<file path="config.mk">
export PLATFORM = sky130hd
export DESIGN_NAME = regbank_p8_arbiter
export DESIGN_NICKNAME = d
export VERILOG_FILES = /design/src/rtl/regbank_p8_pkg.sv /design/src/rtl/regbank_p8_arbiter_rr_arb2.sv /design/src/rtl/regbank_p8_arbiter.sv
export SDC_FILE = /design/constraint.sdc
export NUM_CORES = 1
export LEC_CHECK = 0
export BUFFER_PORTS_ARGS = -buffer_cell sky130_fd_sc_hd__buf_2
export CAP_MARGIN = 20
export CORE_MARGIN = 10
export CORE_UTILIZATION = 45
export CTS_CLUSTER_DIAMETER = 50
export CTS_CLUSTER_SIZE = 30
export DETAILED_ROUTE_END_ITERATION = 10
export PLACE_DENSITY = 0.8
export RECOVER_POWER = 25
export SYNTH_ARGS = -nofsm -noshare
export SYNTH_HDL_FRONTEND = slang
export SYNTH_SLANG_ARGS = --single-unit
</file>
<file path="constraint.sdc">
create_clock -name clock -period 5.1 [get_ports clock]
set_clock_uncertainty 0.2 [all_clocks]
set_input_delay 0.51 -clock clock [delete_from_list [all_inputs] [get_ports clock]]
set_output_delay 0.51 -clock clock [all_outputs]
set_load 0.02 [all_outputs]
</file>
<file path="src/rtl/regbank_p8_pkg.sv">
// Shared definitions for the 8-register bank and the blocks that drive its instruction port.
// Instruction layout: opcode in [11:8], immediate in [7:0].
package regbank_p8_pkg;

    localparam int INST_WIDTH   = 12;
    localparam int OPCODE_HI    = 11;
    localparam int OPCODE_LO    = 8;

    typedef enum logic [3:0] {
        OP_NOP = 4'd0,
        OP_LD0 = 4'd1,
        OP_LD1 = 4'd2,
        OP_LD2 = 4'd3,
        OP_LD3 = 4'd4,
        OP_LD4 = 4'd5,
        OP_LD5 = 4'd6,
        OP_LD6 = 4'd7,
        OP_LD7 = 4'd8
    } opcode_t;

    localparam logic [3:0] OPCODE_MAX = OP_LD7;

    typedef enum logic [1:0] {
        ST_RESET = 2'd0,
        ST_READY = 2'd1,
        ST_ERROR = 2'd2
    } state_t;

    function automatic logic [3:0] inst_opcode(input logic [INST_WIDTH-1:0] inst);
        return inst[OPCODE_HI:OPCODE_LO];
    endfunction

    function automatic logic [7:0] inst_imm(input logic [INST_WIDTH-1:0] inst);
        return inst[7:0];
    endfunction

    function automatic logic opcode_legal(input logic [3:0] opcode);
        return opcode <= OPCODE_MAX;
    endfunction

endpackage

</file>
<file path="src/rtl/regbank_p8_arbiter_rr_arb2.sv">
// Two-way round-robin pick with a lock override; purely combinational.
// The pointer and lock registers live in the parent.
module rr_arb2 (
    input  logic [1:0] valid,
    input  logic       pointer,
    input  logic       lock_hold,
    input  logic       held_idx,
    output logic [1:0] grant
);

    always_comb begin
        grant = 2'b00;
        if (lock_hold) begin
            // a held grant starves the other side even while the holder is idle
            grant[held_idx] = valid[held_idx];
        end else if (valid == 2'b11) begin
            grant[pointer] = 1'b1;
        end else begin
            grant = valid;
        end
    end

endmodule

</file>
<file path="src/rtl/regbank_p8_arbiter.sv">
// Shares the bank's single instruction port between two requesters, screening illegal
// opcodes so the bank never sees one.
//
// state    | meaning
// ---------+-----------------------------------------------------------
// ST_RESET | first clock after reset release, no grants
// ST_READY | arbitrating every cycle, forwarding legal instructions
// ST_ERROR | illegal opcode seen; terminal until reset, nothing accepted
module regbank_p8_arbiter #(
    parameter int         INST_WIDTH  = regbank_p8_pkg::INST_WIDTH,
    parameter logic [3:0] OPCODE_MAX  = regbank_p8_pkg::OPCODE_MAX,
    parameter int         COUNT_WIDTH = 8
) (
    input  logic                   clock,
    input  logic                   reset,
    input  logic [INST_WIDTH-1:0]  req0_inst,
    input  logic                   req0_valid,
    input  logic                   req0_lock,
    output logic                   req0_ready,
    input  logic [INST_WIDTH-1:0]  req1_inst,
    input  logic                   req1_valid,
    input  logic                   req1_lock,
    output logic                   req1_ready,
    output logic [INST_WIDTH-1:0]  bank_inst,
    output logic                   bank_inst_en,
    output logic                   last_grant,
    output logic [COUNT_WIDTH-1:0] issue_count,
    output logic                   error
);
    import regbank_p8_pkg::*;

    state_t                state;
    logic                  pointer;
    logic                  lock_hold;
    logic                  held_idx;
    logic [1:0]            grant;
    logic                  arb_open;
    logic                  sel_idx;
    logic                  sel_lock;
    logic                  sel_legal;
    logic                  xfer;
    logic [INST_WIDTH-1:0] sel_inst;

    rr_arb2 u_rr_arb2 (
        .valid     ({req1_valid, req0_valid}),
        .pointer   (pointer),
        .lock_hold (lock_hold),
        .held_idx  (held_idx),
        .grant     (grant)
    );

    assign arb_open   = (state == ST_READY);
    assign req0_ready = arb_open & grant[0];
    assign req1_ready = arb_open & grant[1];
    assign xfer       = req0_ready | req1_ready;

    assign sel_idx   = grant[1];
    assign sel_inst  = sel_idx ? req1_inst : req0_inst;
    assign sel_lock  = sel_idx ? req1_lock : req0_lock;
    assign sel_legal = (sel_inst[OPCODE_HI:OPCODE_LO] <= OPCODE_MAX);

    always_ff @(posedge clock or negedge reset) begin
        if (!reset) begin
            state        <= ST_RESET;
            pointer      <= 1'b0;
            lock_hold    <= 1'b0;
            held_idx     <= 1'b0;
            bank_inst    <= '0;
            bank_inst_en <= 1'b0;
            last_grant   <= 1'b0;
            issue_count  <= '0;
            error        <= 1'b0;
        end else begin
            bank_inst_en <= 1'b0;
            case (state)
                ST_RESET: begin
                    state <= ST_READY;
                end
                ST_READY: begin
                    if (xfer && sel_legal) begin
                        bank_inst    <= sel_inst;
                        bank_inst_en <= 1'b1;
                        issue_count  <= issue_count + 1'b1;
                        last_grant   <= sel_idx;
                        lock_hold    <= sel_lock;
                        held_idx     <= sel_idx;
                        if (!sel_lock) begin
                            pointer <= ~sel_idx;
                        end
                    end else if (xfer) begin
                        // accepted but swallowed: the bank must never decode it
                        bank_inst <= '0;
                        error     <= 1'b1;
                        state     <= ST_ERROR;
                    end
                end
                ST_ERROR: begin
                    bank_inst <= '0;
                    error     <= 1'b1;
                end
                default: begin
                    bank_inst <= '0;
                    error     <= 1'b1;
                    state     <= ST_ERROR;
                end
            endcase
        end
    end

endmodule

</file>
==> reports/qor.txt <==
Cell area after synthesis - 1277 µm²
EDFF count, synth - 0
Final Max Tran Viols - 0
Die Wd - 73.28 µm
Port Buffers - 54
Setup violations, final - 0
Drt pass-1 iters - 5
Netlist cell types - 32
Post-synth ARST share - 100.0%
Top-count cell post-synth - dfrtp_1
Critical Path RT - 4390 ps
CTS Buf Count - 3
Maxcap violations - 0
Flop and latch count out of synthesis - 27
CP max FO - 16
Vias in the first global route - 1101
Bufs on Longest Clock Path - 2
GRT Overall Usage - 11.77%
Via count - 1085
Leakage - 0.8757 nW
Iter 0 DRT Violations - 50
NumNets Final - 209
Primary FF master, synth - dfrtp_1
Worst skew pair latency - 310 ps
Top cells by count, synth - dfrtp_1 (27), nand2_1 (21), o21ai_0 (16), mux2i_1 (13), nor2_1 (6)
Sequential area share after synthesis - 52.89%
Die height - 73.28 µm
Area post-placement - 1562 µm²
Pwr Density - 300.0 nW/µm²
DR vias/cell - 5.216
Initial Util - 46.73%
Syn nets - 154
Die Area - 5370 µm²
RSZ-0062 raised after global routing - no
Area growth syn-to-layout - 24.98%
CP Class - flip-flop to output pin
Crit path launch type - flip-flop
Ant. Diodes - 0
Core ar. - 2734 µm²
Global-route wire length before repair - 5278 µm
Fin area - 1597 µm²
GR Overflow Total - 0
R2r setup slk - 2680 ps
Drt drc - 0
Antenna-violating nets left - 0
Wire length per cell - 15.23 µm
Hold crit path type - input port to flip-flop
Crit path arrival time - 1790 ps
Largest net degree at the start of global routing - 28
Crit. End Element - output pin
Clock sink count - 27
CTS H-Tree Depth - 1
Top-area cell type share of the netlist area - 52.89%
Synth Instances - 123
Setup Buffers After CTS - 0
Synthesis Warnings - 0
Root Driver - clkbuf_4
CTS tree - done
Fill cells - 229
Outcome - complete, no violations
Fin crit period - 2500 ps
Initial antenna violation count - 0
Worst-path clk slew - 130 ps
Peak supply drop - 0.0003491 V
Syn avg cell area - 10.39 µm²
Worst-Margin Slew - 1389 ps
Fmax - 0.4000 GHz
# IOs - 55
Layout cells sized above 1 - 35.59%
Final Cycle Share - 49.02%
Wirelength, routed - 3167 µm
Dpl hpwl - 2537 µm
Final Hold Viols - 0
Setup TNS - 0 ps
Top post-synthesis cells by area - dfrtp_1 (53%), mux2i_1 (10%), o21ai_0 (6.3%)
# rows - 19
Slew margin rel. - 7.386%
Synth area leader - dfrtp_1
Gpl congestion - 0.8169
## worst max-delay path, cell delays in order, from the launching register on
cell	delay, ps
dfrtp_1	440
or3b_4	430
nand3_2	370
nor2_1	70
buf_2	170
## worst paths after layout
check                                      from                        to  depth (start not counted)
max in group asynchronous                 reset  bank_inst[0]$_DFFE_PN0P_                          2
hold / removal                        req1_lock       pointer$_DFFE_PN0P_                          3
hold reg to reg               error$_DFFE_PN0P_         error$_DFFE_PN0P_                          1
setup reg to reg           held_idx$_DFFE_PN0P_         error$_DFFE_PN0P_                          6
min in group asynchronous                 reset       pointer$_DFFE_PN0P_                          2
setup / recovery            pointer$_DFFE_PN0P_                req1_ready                          4
## area by class of cell
cell class | count | area [µm²] | area share [%]
well taps | 31 | 38.79 | 2.429
inverters | 3 | 11.26 | 0.7053
flip-flops and latches | 27 | 675.6 | 42.32
multi-input cells | 88 | 565.5 | 35.42
repair buffers | 55 | 279.0 | 17.48
clock buffers | 4 | 26.28 | 1.646
## cells in the final DEF, fill, tap and decap left out, types with 2 or more instances in the layout
cell type	instances
o31ai_1	2
buf_2	53
nand3_1	2
nor2_1	6
nand2b_1	2
o21ai_0	16
mux2i_1	13
clkbuf_1	2
xnor2_1	3
nand3_2	2
nand2_1	21
inv_2	2
xor2_1	4
clkbuf_4	3
nand4_1	2
dfrtp_1	27
## logic make-up after synthesis
group / count (synthesis) / synth area share [%]
buffers and inverters: 8 / 2.841
AOI/OAI and AO/OA: 25 / 12.05
DFF: 27 / 52.89
muxes: 13 / 10.19
xor gates and xnor gates: 7 / 4.799
adders and majority gates: 1 / 0.9793
and+or+nand+nor: 42 / 16.26
## registers in the layout, indices dropped and copies added, names as in the netlist
signal / count
pointer: 1
lock_hold: 1
bank_inst: 12
error: 1
issue_count: 8
held_idx: 1
state: 2
bank_inst_en: 1
## power breakdown
| group | internal, mW | switching, mW | leakage (nW) | total, mW |
|---|---|---|---|---|
| Combinational | 0.0571 | 0.0796 | 0.509 | 0.137 |
| Clock | 0.0306 | 0.0582 | 0.0150 | 0.0888 |
| Sequential | 0.233 | 0.0207 | 0.351 | 0.253 |
## stage by stage
| stage | setup WS [ps] | cells | util [%] | power (mW) | hold slack [ps] |
|---|---|---|---|---|---|
| after CTS | 2564 | 208 | 58.44 | 0.4861 | 211.1 |
| after detailed placement | 2507 | 203 | 57.12 | 0.3954 | 250.6 |
| after global routing | 2394 | 208 | 58.40 | 0.5128 | 241.4 |
| after global placement | 2579 | 203 | 57.12 | 0.3902 | 251.5 |
| final | 2600 | 208 | 58.40 | 0.4789 | 225.7 |
| after floorplan | 2933 | 123 | - | 0.3489 | 14.41 |
## layer usage
metal / wire (µm) / part of all wire, % / up-vias / track usage, %
met2: 1405 / 44 / 39 / 18.62
met5: 0 / 0 / - / 0
li1: - / - / 540 / -
met3: 342 / 11 / 2 / 6.460
met1: 1413 / 45 / 504 / 14.35
met4: 5 / 0.16 / 0 / 0.6329
## what timing repair did
item / CTS / global route
hold buffers: 1 / 0
setup endpoints to repair: 0 / 0
hold endpoints to repair: 27 / 0
gates resized for setup: 0 / 0
Power figures use the tool's default switching activity.
